**config.mk**
```make
export PLATFORM = sky130hd
export DESIGN_NAME = sync_fifo_gen_flat
export DESIGN_NICKNAME = d
export VERILOG_FILES = /design/src/rtl/sync_fifo_gen_pkg.sv /design/src/rtl/sync_fifo_gen_if.sv /design/src/rtl/sync_fifo_mem.sv /design/src/rtl/sync_fifo_gen.sv /design/src/flat_wrapper.sv
export SDC_FILE = /design/constraint.sdc
export NUM_CORES = 1
export LEC_CHECK = 0
export BUFFER_PORTS_ARGS = -buffer_cell sky130_fd_sc_hd__buf_2
export CORE_AREA = 2 2 88 90
export DETAILED_ROUTE_END_ITERATION = 7
export DIE_AREA = 0 0 90 92
export PLACE_DENSITY = 0.67
export SLEW_MARGIN = 10
export SYNTH_ARGS = -nofsm -noshare
export SYNTH_HDL_FRONTEND = slang
export SYNTH_SLANG_ARGS = --single-unit
```
**constraint.sdc**
```tcl
create_clock -name clk_i -period 5.1 [get_ports clk_i]
set_input_delay 1.53 -clock clk_i [delete_from_list [all_inputs] [get_ports clk_i]]
set_output_delay 1.53 -clock clk_i [all_outputs]
set_load 0.02 [all_outputs]
```
**src/rtl/sync_fifo_gen_pkg.sv**
```systemverilog
// Shared constants and helpers for the synchronous FIFO: default sizing,
// read-mode encodings and a constant-evaluable ceiling log2.
package sync_fifo_gen_pkg;

   localparam int unsigned DEF_DATA_WIDTH = 32'd8;
   localparam int unsigned DEF_FIFO_DEPTH = 32'd8;

   // Read-mode encodings for the FWFT parameter
   localparam int unsigned FWFT_OFF = 32'd0;   // registered read, one-cycle latency
   localparam int unsigned FWFT_ON  = 32'd1;   // head entry always presented

   // Smallest r such that 2**r >= value (clog2(1) = 0)
   function automatic int unsigned clog2(input int unsigned value);
      int unsigned res;
      res = 32'd0;
      for (int unsigned i = 32'd0; i < 32'd32; i++) begin
         if ((32'd1 << i) < value) begin
            res = i + 32'd1;
         end
      end
      return res;
   endfunction

endpackage

```
**src/rtl/sync_fifo_gen_if.sv**
```systemverilog
// FIFO request/response bundle. The slave modport is the FIFO side,
// the master modport is the user driving writes and reads.
interface sync_fifo_gen_if
   import sync_fifo_gen_pkg::*;
#(
   parameter int unsigned DATA_WIDTH = DEF_DATA_WIDTH,
   parameter int unsigned FIFO_DEPTH = DEF_FIFO_DEPTH
);
   localparam int unsigned CNT_WIDTH = clog2(FIFO_DEPTH + 32'd1);

   logic                  w_inc;
   logic [DATA_WIDTH-1:0] wr_data;
   logic                  r_inc;
   logic                  clr_err;
   logic [DATA_WIDTH-1:0] rd_data;
   logic                  rd_valid;
   logic                  full;
   logic                  empty;
   logic                  almost_full;
   logic                  almost_empty;
   logic [CNT_WIDTH-1:0]  fill_level;
   logic                  overflow;
   logic                  underflow;

   modport slave (
      input  w_inc, wr_data, r_inc, clr_err,
      output rd_data, rd_valid, full, empty, almost_full, almost_empty,
             fill_level, overflow, underflow
   );

   modport master (
      output w_inc, wr_data, r_inc, clr_err,
      input  rd_data, rd_valid, full, empty, almost_full, almost_empty,
             fill_level, overflow, underflow
   );

endinterface

```
**src/rtl/sync_fifo_mem.sv**
```systemverilog
// FIFO storage: one synchronous write port, one combinational read port.
// Contents are deliberately not reset; occupancy is tracked by the control logic.
module sync_fifo_mem #(
   parameter int unsigned DATA_WIDTH = 32'd8,
   parameter int unsigned DEPTH      = 32'd8,
   parameter int unsigned ADDR_WIDTH = 32'd3
) (
   input  logic                  clk_i,
   input  logic                  we_i,
   input  logic [ADDR_WIDTH-1:0] waddr_i,
   input  logic [DATA_WIDTH-1:0] wdata_i,
   input  logic [ADDR_WIDTH-1:0] raddr_i,
   output logic [DATA_WIDTH-1:0] rdata_o
);

   logic [DATA_WIDTH-1:0] mem_q [DEPTH];

   // Store write data at the write address when enabled
   always_ff @(posedge clk_i) begin
      if (we_i) begin
         mem_q[waddr_i] <= wdata_i;
      end
   end

   assign rdata_o = mem_q[raddr_i];

endmodule

```
**src/rtl/sync_fifo_gen.sv**
```systemverilog
// Synchronous FIFO with arbitrary depth, registered status flags, sticky
// overflow/underflow errors and selectable registered or first-word-fall-through read.
module sync_fifo_gen
   import sync_fifo_gen_pkg::*;
#(
   parameter int unsigned DATA_WIDTH = DEF_DATA_WIDTH,
   parameter int unsigned FIFO_DEPTH = DEF_FIFO_DEPTH,
   parameter int unsigned AF_THRESH  = FIFO_DEPTH - 32'd2,
   parameter int unsigned AE_THRESH  = 32'd2,
   parameter int unsigned FWFT       = FWFT_OFF
) (
   input  logic             clk_i,
   input  logic             rst_i,
   sync_fifo_gen_if.slave   fifo_if
);

   localparam int unsigned PTR_WIDTH = clog2(FIFO_DEPTH);
   localparam int unsigned CNT_WIDTH = clog2(FIFO_DEPTH + 32'd1);
   localparam logic [PTR_WIDTH-1:0] LAST_PTR  = PTR_WIDTH'(FIFO_DEPTH - 32'd1);
   localparam logic [CNT_WIDTH-1:0] FULL_LVL  = CNT_WIDTH'(FIFO_DEPTH);
   localparam logic [CNT_WIDTH-1:0] AF_LVL    = CNT_WIDTH'(AF_THRESH);
   localparam logic [CNT_WIDTH-1:0] AE_LVL    = CNT_WIDTH'(AE_THRESH);

   logic [PTR_WIDTH-1:0]  wr_ptr_q, wr_ptr_d;
   logic [PTR_WIDTH-1:0]  rd_ptr_q, rd_ptr_d;
   logic [CNT_WIDTH-1:0]  level_q, level_d;
   logic                  full_q, empty_q, afull_q, aempty_q;
   logic                  ovf_q, ovf_d, udf_q, udf_d;
   logic [DATA_WIDTH-1:0] rd_data_q, rd_data_d;
   logic                  rd_valid_q, rd_valid_d;

   logic                  wr_acc_s, rd_acc_s, mem_we_s, bypass_s;
   logic [PTR_WIDTH-1:0]  mem_raddr_s;
   logic [DATA_WIDTH-1:0] mem_rdata_s;

   // Acceptance looks only at registered flags, so a same-cycle pop never frees a full FIFO
   assign wr_acc_s = fifo_if.w_inc & ~full_q;
   assign rd_acc_s = fifo_if.r_inc & ~empty_q;
   assign mem_we_s = wr_acc_s & ~rst_i;

   // In FWFT mode the read port looks ahead to the next head so the output register can load it
   assign mem_raddr_s = (FWFT == FWFT_ON) ? rd_ptr_d : rd_ptr_q;

   sync_fifo_mem #(
      .DATA_WIDTH (DATA_WIDTH),
      .DEPTH      (FIFO_DEPTH),
      .ADDR_WIDTH (PTR_WIDTH)
   ) u_mem (
      .clk_i   (clk_i),
      .we_i    (mem_we_s),
      .waddr_i (wr_ptr_q),
      .wdata_i (fifo_if.wr_data),
      .raddr_i (mem_raddr_s),
      .rdata_o (mem_rdata_s)
   );

   // Next-state for pointers, level and sticky errors
   always_comb begin
      wr_ptr_d = wr_ptr_q;
      rd_ptr_d = rd_ptr_q;
      level_d  = level_q;

      if (wr_acc_s) begin
         wr_ptr_d = (wr_ptr_q == LAST_PTR) ? {PTR_WIDTH{1'b0}} : wr_ptr_q + PTR_WIDTH'(1);
      end else begin
         wr_ptr_d = wr_ptr_q;
      end

      if (rd_acc_s) begin
         rd_ptr_d = (rd_ptr_q == LAST_PTR) ? {PTR_WIDTH{1'b0}} : rd_ptr_q + PTR_WIDTH'(1);
      end else begin
         rd_ptr_d = rd_ptr_q;
      end

      case ({wr_acc_s, rd_acc_s})
         2'b10:   level_d = level_q + CNT_WIDTH'(1);
         2'b01:   level_d = level_q - CNT_WIDTH'(1);
         default: level_d = level_q;
      endcase

      // A new error event outranks a simultaneous clear
      ovf_d = (fifo_if.w_inc & full_q)  | (ovf_q & ~fifo_if.clr_err);
      udf_d = (fifo_if.r_inc & empty_q) | (udf_q & ~fifo_if.clr_err);
   end

   // Next-state for the read data/valid output registers
   always_comb begin
      rd_data_d  = rd_data_q;
      rd_valid_d = 1'b0;
      // The next head is the word being written now when nothing else will remain
      bypass_s   = wr_acc_s &&
                   ((level_q == {CNT_WIDTH{1'b0}}) ||
                    ((level_q == CNT_WIDTH'(1)) && rd_acc_s));

      if (FWFT == FWFT_ON) begin
         if (level_d == {CNT_WIDTH{1'b0}}) begin
            rd_data_d  = rd_data_q;
            rd_valid_d = 1'b0;
         end else if (bypass_s) begin
            rd_data_d  = fifo_if.wr_data;
            rd_valid_d = 1'b1;
         end else begin
            rd_data_d  = mem_rdata_s;
            rd_valid_d = 1'b1;
         end
      end else begin
         if (rd_acc_s) begin
            rd_data_d  = mem_rdata_s;
            rd_valid_d = 1'b1;
         end else begin
            rd_data_d  = rd_data_q;
            rd_valid_d = 1'b0;
         end
      end
   end

   // State, flag and output registers; reset discards contents by clearing the bookkeeping
   always_ff @(posedge clk_i) begin
      if (rst_i) begin
         wr_ptr_q   <= {PTR_WIDTH{1'b0}};
         rd_ptr_q   <= {PTR_WIDTH{1'b0}};
         level_q    <= {CNT_WIDTH{1'b0}};
         full_q     <= 1'b0;
         empty_q    <= 1'b1;
         afull_q    <= 1'b0;
         aempty_q   <= 1'b1;
         ovf_q      <= 1'b0;
         udf_q      <= 1'b0;
         rd_data_q  <= {DATA_WIDTH{1'b0}};
         rd_valid_q <= 1'b0;
      end else begin
         wr_ptr_q   <= wr_ptr_d;
         rd_ptr_q   <= rd_ptr_d;
         level_q    <= level_d;
         full_q     <= (level_d == FULL_LVL);
         empty_q    <= (level_d == {CNT_WIDTH{1'b0}});
         afull_q    <= (level_d >= AF_LVL);
         aempty_q   <= (level_d <= AE_LVL);
         ovf_q      <= ovf_d;
         udf_q      <= udf_d;
         rd_data_q  <= rd_data_d;
         rd_valid_q <= rd_valid_d;
      end
   end

   assign fifo_if.rd_data      = rd_data_q;
   assign fifo_if.rd_valid     = rd_valid_q;
   assign fifo_if.full         = full_q;
   assign fifo_if.empty        = empty_q;
   assign fifo_if.almost_full  = afull_q;
   assign fifo_if.almost_empty = aempty_q;
   assign fifo_if.fill_level   = level_q;
   assign fifo_if.overflow     = ovf_q;
   assign fifo_if.underflow    = udf_q;

endmodule

```
**src/flat_wrapper.sv**
```systemverilog
// flat-port wrapper written by rule: the top's interface ports become plain ports
module sync_fifo_gen_flat import sync_fifo_gen_pkg::*;
#(
   parameter int unsigned DATA_WIDTH = DEF_DATA_WIDTH,
   parameter int unsigned FIFO_DEPTH = DEF_FIFO_DEPTH,
   parameter int unsigned AF_THRESH  = FIFO_DEPTH - 32'd2,
   parameter int unsigned AE_THRESH  = 32'd2,
   parameter int unsigned FWFT       = FWFT_OFF
)
  (clk_i, rst_i, fifo_if_w_inc, fifo_if_wr_data, fifo_if_r_inc, fifo_if_clr_err, fifo_if_rd_data, fifo_if_rd_valid, fifo_if_full, fifo_if_empty, fifo_if_almost_full, fifo_if_almost_empty, fifo_if_fill_level, fifo_if_overflow, fifo_if_underflow);
  sync_fifo_gen_if #(.DATA_WIDTH(DATA_WIDTH), .FIFO_DEPTH(FIFO_DEPTH)) fifo_if_i ();
  input  logic clk_i;
  input  logic rst_i;
  input wire logic [$bits(fifo_if_i.w_inc)-1:0] fifo_if_w_inc;
  input wire logic [$bits(fifo_if_i.wr_data)-1:0] fifo_if_wr_data;
  input wire logic [$bits(fifo_if_i.r_inc)-1:0] fifo_if_r_inc;
  input wire logic [$bits(fifo_if_i.clr_err)-1:0] fifo_if_clr_err;
  output wire logic [$bits(fifo_if_i.rd_data)-1:0] fifo_if_rd_data;
  output wire logic [$bits(fifo_if_i.rd_valid)-1:0] fifo_if_rd_valid;
  output wire logic [$bits(fifo_if_i.full)-1:0] fifo_if_full;
  output wire logic [$bits(fifo_if_i.empty)-1:0] fifo_if_empty;
  output wire logic [$bits(fifo_if_i.almost_full)-1:0] fifo_if_almost_full;
  output wire logic [$bits(fifo_if_i.almost_empty)-1:0] fifo_if_almost_empty;
  output wire logic [$bits(fifo_if_i.fill_level)-1:0] fifo_if_fill_level;
  output wire logic [$bits(fifo_if_i.overflow)-1:0] fifo_if_overflow;
  output wire logic [$bits(fifo_if_i.underflow)-1:0] fifo_if_underflow;
  assign fifo_if_i.w_inc = fifo_if_w_inc;
  assign fifo_if_i.wr_data = fifo_if_wr_data;
  assign fifo_if_i.r_inc = fifo_if_r_inc;
  assign fifo_if_i.clr_err = fifo_if_clr_err;
  assign fifo_if_rd_data = fifo_if_i.rd_data;
  assign fifo_if_rd_valid = fifo_if_i.rd_valid;
  assign fifo_if_full = fifo_if_i.full;
  assign fifo_if_empty = fifo_if_i.empty;
  assign fifo_if_almost_full = fifo_if_i.almost_full;
  assign fifo_if_almost_empty = fifo_if_i.almost_empty;
  assign fifo_if_fill_level = fifo_if_i.fill_level;
  assign fifo_if_overflow = fifo_if_i.overflow;
  assign fifo_if_underflow = fifo_if_i.underflow;
  sync_fifo_gen #(.DATA_WIDTH(DATA_WIDTH), .FIFO_DEPTH(FIFO_DEPTH), .AF_THRESH(AF_THRESH), .AE_THRESH(AE_THRESH), .FWFT(FWFT)) u_core (.clk_i(clk_i), .rst_i(rst_i), .fifo_if(fifo_if_i));
endmodule
```
======== Word level (Yosys, flattened, before mapping) ========
Memories as Yosys holds them, arrays and structs flattened. A register that Yosys moved wholly into a read port is not among the register bits.
Cells that the tools add are included.
word-level totals
  memories ................................ 1
  word-level logic and storage cells ...... 42
  register bits after elaboration ......... 17
  memory bits (writable) .................. 64
operators by class
  bitwise gates (word level) .............. 13
  equal/unequal tests ..................... 5
  reductions and logical operators ........ 1
  magnitude comparators ................... 2
  multiplexer cells ....................... 6
  $add $sub $neg .......................... 4
memory list
  name                words  width  rd ports  clocked after Yosys merged registers in  wr ports  line                 RTL
  u_core.u_mem.mem_q  8      8      1         1                                        1         sync_fifo_mem.sv:16  logic [DATA_WIDTH-1:0] mem_q [DEPTH];
operators with widths
  kind                                                                              count
  4-bit case mux with 2 select lines                                                1
  1-bit AND                                                                         7
  3-bit by 1-bit adder with 3-bit output, second input constant                     2
  3-bit equality test, second input constant                                        2
  3-bit two-way mux                                                                 2
  4-bit by 1-bit adder with 4-bit output, second input constant                     1
  4-bit equality test, second input constant                                        1
  4-bit by 3-bit >= comparator with 1-bit output, second input constant             1
  4-bit by 2-bit less-or-equal comparator with 1-bit output, second input constant  1
  4-bit logical NOT                                                                 1
  1-bit NOT                                                                         4
  4-bit by 1-bit subtractor with 4-bit output, second input constant                1
  1-bit two-way mux                                                                 3
  2-bit by 1-bit equality test with 1-bit output, second input constant             1
  2-bit equality test, second input constant                                        1
  1-bit bitwise OR                                                                  2

======== Depth between registers and ports, before layout ========
Gate-level depths: netlist of the first run.
  depth after elaboration ................. 5
  gate-level depth with buffers ........... 12

======== Modules after synthesis ========
A second synthesis of the first run with hierarchy kept.
second synthesis, totals
  cell total of the unflattened synthesis .. 229
  area, all modules ....................... 3,652.3 sq um
modules (own cells, without submodules)
  module         sequential area each (sq um)  cells each  instances  area each (sq um)
  sync_fifo_mem  1,921.8                       106         1          2,531.2
  sync_fifo_gen  500.5                         123         1          1,121.1

======== Worst setup path before layout of the first run ========
No wires, ideal clock.
  kind .................................... input to register
  from .................................... input fifo_if_r_inc
  to ...................................... register u_core.empty_q, in the netlist u_core.fifo_if.empty
  cell stages on the path ................. 12
  buffers on the path ..................... 2
  arrival time ............................ 3.293 ns
  setup slack ............................. 1.693 ns
  cells stage by stage .................... nand2b_1 buf_4 inv_2 clkbuf_1 nand2_1 xnor2_1 ha_1 a21oi_1 xnor2_1 mux2i_1 o32ai_1 a21o_1
between the ends
  longest elaborated chain between the ends .. 4
  elaborated cells on any way between the ends .. 5
  classes of those cells .................. eq/ne (2); mux (1); bitwise (1); reduce/logical (1)
RTL lines
  element                                                                                line                  RTL
  from (decl)                                                                            flat_wrapper.sv:16    input wire logic [$bits(fifo_if_i.r_inc)-1:0] fifo_if_r_inc;
  1-bit AND (*)                                                                          sync_fifo_gen.sv:38   assign rd_acc_s = fifo_if.r_inc & ~empty_q;
  2-bit by 1-bit equality test with 1-bit output or 2-bit equality test (tied branches)  sync_fifo_gen.sv:75   case ({wr_acc_s, rd_acc_s})
  4-bit case mux with 2 select lines (*)                                                 sync_fifo_gen.sv:75
  4-bit logical NOT (*)                                                                  sync_fifo_gen.sv:136  empty_q <= (level_d == {CNT_WIDTH{1'b0}});
  to (signal assigned)                                                                   sync_fifo_gen.sv:136
  to (decl)                                                                              sync_fifo_gen.sv:27   logic full_q, empty_q, afull_q, aempty_q;
Every way passes the cells marked *; elsewhere a longest branch is shown, timed or not.
A chain may end at the register's enable or synchronous reset.

======== Worst setup path after layout of the first run ========
  from .................................... input fifo_if_r_inc
  to ...................................... register u_core.full_q, in the netlist u_core.fifo_if.full
between the ends
  longest elaborated chain between the ends .. 4
  elaborated cells on any way between the ends .. 5
  classes of those cells .................. eq/ne (3); mux (1); bitwise (1)
RTL lines
  element                                                                                line                  RTL
  1-bit AND (*)                                                                          sync_fifo_gen.sv:38
  2-bit by 1-bit equality test with 1-bit output or 2-bit equality test (tied branches)  sync_fifo_gen.sv:75
  4-bit case mux with 2 select lines (*)                                                 sync_fifo_gen.sv:75
  4-bit equality test (*)                                                                sync_fifo_gen.sv:135  full_q <= (level_d == FULL_LVL);
  to (signal assigned)                                                                   sync_fifo_gen.sv:135
  to (decl)                                                                              sync_fifo_gen.sv:27
Marked as above.

==> qor.yml, run 1 <==
timing:
  layout_min_cycle_time_ns: 3.28
  timing.final.crit_share_pct: 64.3
  maxSlewViolCount: 0
  skew_ns: 0.0126
  holdWs_ns: 0.499
  finalSetupTns_ns: 0
  fmax_ghz: 0.305
  worst_slew_pin_slew_ns: 0.953
  hold_viol: 0
  setup_viol: 0
  rsz0062_at_grt: "no"
  max_slew_margin_pct: 36.3
worst_setup_path:
  end_kind: "flop"
  crit_arrival_ns: 3.52
  crit_chain: "buf_2 -> nand2b_1 -> inv_2 -> nand2_1 -> xnor2_1 -> ha_1 -> a21oi_1 -> xnor2_1 -> mux2i_1 -> o32ai_1 -> nor3b_2"
  crit_type: "in -> reg"
  cpMostUsedCell: "xnor2_1"
  slowest_delay_ns: 0.34
  crit_fanout: 22
  setup.worst_path.start_class: "primary input"
  required_ns: 5.34
  cp_slowest_cell: "inv_2"
  r2r_slack_ns: 2.65
floorplanning:
  io_pins: 32
  rows: 32
  die_y_um: 92
  fp.dieW_um: 90
  core_um2: 7450
  start_util_pct: 47.6
  dieArea_um2: 8280
clock_tree:
  cts.sinks: 89
  postCtsResizedCells: 0
  cts_tree: "done"
  clock-root-buffer: "clkbuf_8"
  cts_buffers: 9
  htreeDepth: 3
  clkSlewWorstSetupHoldPaths_ns: 0.09
  clockBufferDepth: 2
  clock_latency_ns: 0.36
  cts_setup_buffers: 0
  postCtsHoldBufs: 0
detailed_routing:
  drt_iter0_drc: 87
  postRouteAntennaNets: 0
  vias: 1930
  post-route-drc-count: 0
  detail_route.wl_per_cell_um: 17.1
  vias_per_cell: 5.35
  finalWirelength_mm: 6.17
  drt_first_pass_iters: 4
logic_synthesis:
  ys_ff_latch: 89
  ys_types: 36
  synth_top_area_share_pct: 54.2
  synthCells: 224
  ys_seq_area_share_pct: 68.3
  yosysWarnings: 0
  mappedNetlistArea_um2: 3540
  avgSynthCellArea_um2: 15.8
  syn-num-nets: 243
  netlist_top_cells_area: "edfxtp_1 54%, dfxtp_1 14%, mux4_2 10%, mux2i_1 2.8%, nor2_1 2.6%"
  synth_top_area_cell: "edfxtp_1"
power_and_ir_drop:
  clkPwrFrac_pct: 31.8
  swShare_pct: 28.0
  p_per_area_nw_per_um2: 433
  power.internal_mw: 1.25
  pwr-share-seq_pct: 49.8
  comb_power_share_pct: 18.3
  switching_power_mw: 0.484
  p_leak_nw: 1.39
  peakVddDrop_v: 0.000177
cells_and_area:
  final_core_util_pct: 53.7
  finalNetCount: 273
  layout.area.seq_um2: 2420
  layout-drive-gt1-share_pct: 28.6
  layout_commonest_cell: "edfxtp_1"
  stdcell_count: 361
  multiInputGateArea_um2: 1030
  final_cell_mix: "64 x edfxtp_1, 31 x buf_2, 25 x nor2_1, 25 x dfxtp_1, 16 x mux4_2"
  areaGrowthSynthToFinish_pct: 12.8
  fillCellCount: 625
  diodes: 0
global_routing:
  grt-ovfl-total: 0
  grt_pass1_vias: 1809
  grt_pass1_wl_mm: 9.90
  grt_max_degree: 28
  track_usage_pct: 16.3
  antenna_found_initial: 0
placed_design:
  place_hpwl_mm: 3.90
  dp_cells: 345
  io_buffer_count: 31
  gp_congestion: 0.750
run:
  cap_viol_max_count: 0
outcome:
  status: "completed"
min_path:
  hold_path.class: "reg -> reg"
[synthesized netlist by cell type (all sizes together)]
library cell and count:
a21o 3, inv 4, dfxtp 25, a22oi 3, nor2b 1, o22ai 2
nand2 11, o32ai 1, nand3b 1, a21oi 8, o21ai 1, nor3 5
nor2 25, and4b 1, edfxtp 64, mux4 16, nor3b 2, xnor2 3
or3 1, a221oi 1, nand2b 5, xor2 1, clkbuf 5, ha 6
a32oi 1, a211oi 8, or2 1, mux2i 10, buf 9
[power by group through the flow]
stage / clock network, mW / logic, mW / registers [mW]
after detailed placement: 0 / 0.320 / 0.879
after CTS: 0.563 / 0.321 / 0.863
after floorplan: 0 / 0.221 / 0.906
final: 0.551 / 0.318 / 0.863
after global routing: 0.595 / 0.350 / 0.870
after global placement: 0 / 0.315 / 0.879
[sequential cells by signal (all words and copies together) (netlist names)]
name / flops
u_core.u_mem.mem_q: 64
u_core.fifo_if.rd_data: 8
u_core.fifo_if.fill_level: 4
u_core.mem_raddr_s: 3
u_core.wr_ptr_q: 3
u_core.fifo_if.almost_empty: 1
u_core.fifo_if.almost_full: 1
u_core.fifo_if.empty: 1
u_core.fifo_if.full: 1
u_core.fifo_if.overflow: 1
u_core.fifo_if.rd_valid: 1
u_core.fifo_if.underflow: 1
[final timing paths]
| path | to | from | cells past startpoint |
|---|---|---|---|
| max | u_core.fifo_if.full | fifo_if_r_inc | 11 |
| min | u_core.fifo_if.rd_data[2] | u_core.fifo_if.rd_data[2] | 2 |
| max reg2reg | u_core.fifo_if.full | u_core.fifo_if.empty | 10 |
| min reg2reg | u_core.fifo_if.rd_data[2] | u_core.fifo_if.rd_data[2] | 2 |
[kinds of logic (layout without fill, tap and decap cells)]
family	after synthesis	count (layout)	synth area share, %
xor+xnor	4	4	1.20
simple gates	53	53	7.20
mux	26	26	13.0
flops	89	89	68.3
buf+inv	18	53	2.61
compound gates	28	28	5.54
fa+ha+maj	6	6	2.12
[per-stage QoR]
step                setup WS (ns)  total power, mW  instance area (um^2)
CTS                          1.85             1.75                  4000
global placement             1.51             1.19                  3770
detailed placement           1.43             1.20                  3770
finish                       1.82             1.73                  4000
global route                 1.66             1.82                  4000
floorplan                    1.69             1.13                  3540
[routing by layer]
metal  GRT usage, %  vias up  wire length (um)
met1           22.2      961              2810
li1               -      922                 -
met5              0        -                 0
met4           6.54        0                89
met3           4.93        7               249
met2           24.8       40              3020
[critical path, delay by kind of cell]
kind            cells  cell delay [ns]
fa+ha+maj           1             0.19
mux                 1             0.30
xor+xnor            2             0.29
buf+inv             2             0.43
compound gates      2             0.30
simple gates        3             0.48
[layout make-up]
type,instances,area share (%)
Sequential cell,89,60.6
Multi-Input combinational cell,117,25.9
Timing Repair Buffer,33,4.25
Tap cell,102,3.19
Clock buffer,9,3.10
Clock inverter,7,2.66
Inverter,4,0.375
Note: power is estimated with default switching activity, not from simulation.
==> inputs of run 2 (changes only) <==
Settings changed: PLACE_DENSITY 0.67 to 0.7.
Clock period 5.1 ns to 2.7 ns, I/O delays scaled along.
==> run 2 against run 1 <==
Compared with the run above: first-iteration DRC count increased by 29%; via count increased by 2.1%; flip-flop and latch count unchanged; setup slack got worse by 1.3 ns; critical path depth unchanged; critical endpoint is now u_core.fifo_if.empty; largest cell class unchanged.
==> qor.yml, run 2 (synthesis results as in run 1) <==
cells_and_area:
  fillCellCount: 631  # +0.96%
  regMostFlops: "u_core.u_mem.mem_q"
  layout_commonest_cell: "edfxtp_1"
  largest_reg_flops: 64  # unchanged
  diodes: 0  # unchanged
  areaGrowthSynthToFinish_pct: 14.3
  final_cell_mix: "64 x edfxtp_1, 31 x buf_2, 25 x nor2_1, 25 x dfxtp_1"
  finalNetCount: 287  # +5.1%
  layout-drive-gt1-share_pct: 31.9  # +3.3 points
timing:
  hold_viol: 0  # unchanged
  setup_viol: 0  # unchanged
  finalSetupTns_ns: 0  # unchanged
  rsz0062_at_grt: "no"
  timing.final.crit_share_pct: 79.8
  fmax_ghz: 0.464
  layout_min_cycle_time_ns: 2.15
  maxSlewViolCount: 0  # unchanged
  max_slew_margin_pct: 56.0  # +20 points
  skew_ns: 0.0145  # +0.00190 ns
  fin_ws_ns: 0.545  # -1.27 ns
  worst_slew_pin_slew_ns: 0.658  # -0.294 ns
worst_setup_path:
  crit_chain: "buf_2 -> nor2b_4 -> inv_2 -> nand2_1 -> xnor2_1 -> ha_1 -> a21oi_1 -> xnor2_1 -> mux2i_1 -> o32ai_1 -> a21o_1"
  crit_fanout: 3  # -86%
  slowest_delay_ns: 0.30  # -0.04 ns
  cp_slowest_cell: "mux2i_1"
  crit_type: "in -> reg"
  crit_arrival_ns: 2.41  # -1.11 ns
  cpMostUsedCell: "xnor2_1"
  end_kind: "flop"
  required_ns: 2.95  # -2.39 ns
  setup.worst_path.start_class: "primary input"
detailed_routing:
  finalWirelength_mm: 6.29  # +2.0%
  vias_per_cell: 5.26  # -1.7%
  drt_iter0_drc: 112  # +29%
  post-route-drc-count: 0  # unchanged
  drt_first_pass_iters: 4  # unchanged
  detail_route.wl_per_cell_um: 16.8  # -1.8%
  vias: 1971  # +2.1%
  postRouteAntennaNets: 0  # unchanged
clock_tree:
  postCtsResizedCells: 0  # unchanged
  clock_latency_ns: 0.35  # about the same
  clock-root-buffer: "clkbuf_8"
  postCtsHoldBufs: 0  # unchanged
  htreeDepth: 3  # unchanged
  clockBufferDepth: 2  # unchanged
  cts_setup_buffers: 0  # unchanged
  cts.sinks: 89  # unchanged
  cts_tree: "done"
  clkSlewWorstSetupHoldPaths_ns: 0.09  # about the same
  cts_buffers: 9  # unchanged
global_routing:
  grtUsageMet2_pct: 26.6  # +1.8 points
  met1_usage_pct: 22.7  # +0.52 points
  track_usage_pct: 16.6  # +0.32 points
  grt_max_degree: 26  # -7.1%
  grt_pass1_vias: 1930  # +6.7%
  globalRoute.busiestLayer: "met2"
  antenna_found_initial: 0  # unchanged
  grtUsageMet3_pct: 3.20  # -1.7 points
  grt-ovfl-total: 0  # unchanged
  grt_pass1_wl_mm: 10.3  # +3.8%
placed_design:
  io_buffer_count: 31  # unchanged
  place_hpwl_mm: 3.98  # +2.0%
  gp_congestion: 0.753  # +0.48%
  pre_cts_ws_ns: 0.190  # -1.24 ns
floorplanning:
  rows: 32  # unchanged
  core_um2: 7450  # unchanged
  die_y_um: 92  # unchanged
  fp.dieW_um: 90  # unchanged
  dieArea_um2: 8280  # unchanged
  io_pins: 32  # unchanged
  start_util_pct: 47.6  # unchanged
min_path:
  hold_path.class: "reg -> reg"
power_and_ir_drop:
  p_leak_nw: 1.44  # +3.2%
  peakVddDrop_v: 0.000481  # +170%
  p_per_area_nw_per_um2: 768  # +77%
run:
  cap_viol_max_count: 0  # unchanged
outcome:
  status: "completed"
run 2: cell types whose count changed in the layout (fill, tap and decap cells not counted), sizes merged:
| cell | change |
|---|---|
| bufinv | -2 |
| clkinvlp | +1 |
| clkinv | +1 |
| buf | +14 |
run 2: path summary, 6_finish.rpt:
| check | to | slack (ns) | from | cells past startpoint |
|---|---|---|---|---|
| max | u_core.fifo_if.empty | 0.55 | fifo_if_w_inc | 11 |
| min | u_core.fifo_if.rd_data[0] | 0.50 | u_core.fifo_if.rd_data[0] | 2 |
| max reg2reg | u_core.fifo_if.empty | 0.70 | u_core.fifo_if.empty | 10 |
| min reg2reg | u_core.fifo_if.rd_data[0] | 0.50 | u_core.fifo_if.rd_data[0] | 2 |
run 2: cell type report:
cell class / instances / area, um^2 / share of cell area, %
clock buffer: 9 / 124 / 3.06
clock inverter: 7 / 58.8 / 1.45
inverter: 4 / 15.0 / 0.370
multi-input combinational: 117 / 1030 / 25.4
sequential: 89 / 2420 / 59.8
tap: 102 / 128 / 3.15
timing repair buffer: 47 / 275 / 6.79
run 2: routing by layer:
layer	wire length (um)	up-vias
li1	-	936
met1	2930	989
met2	3060	36
met3	200	10
met4	98	0
met5	0	-
run 2: worst max-delay path, delay by kind of cell:
family          cells  cell delay [ns]
xor+xnor            2             0.29
simple gates        2             0.19
buf+inv             2             0.16
mux                 1             0.30
fa+ha+maj           1             0.18
compound gates      3             0.49
run 2: power by group:
part,switching (mW),internal [mW]
registers,0.0720,1.55
logic,0.349,0.283
clock network,0.505,0.353
total,0.926,2.19
run 2: metrics by stage:
step | utilization (%) | instance area (um^2) | hold slack [ns] | std cells | power, mW
CTS | 54.4 | 4050 | 0.503 | 375 | 3.14
global placement | 52.0 | 3870 | 0.478 | 359 | 2.28
floorplan | - | 3540 | 0.498 | 224 | 2.13
global route | 54.4 | 4050 | 0.523 | 375 | 3.27
finish | 54.4 | 4050 | 0.501 | 375 | 3.11
detailed placement | 52.0 | 3870 | 0.490 | 359 | 2.29
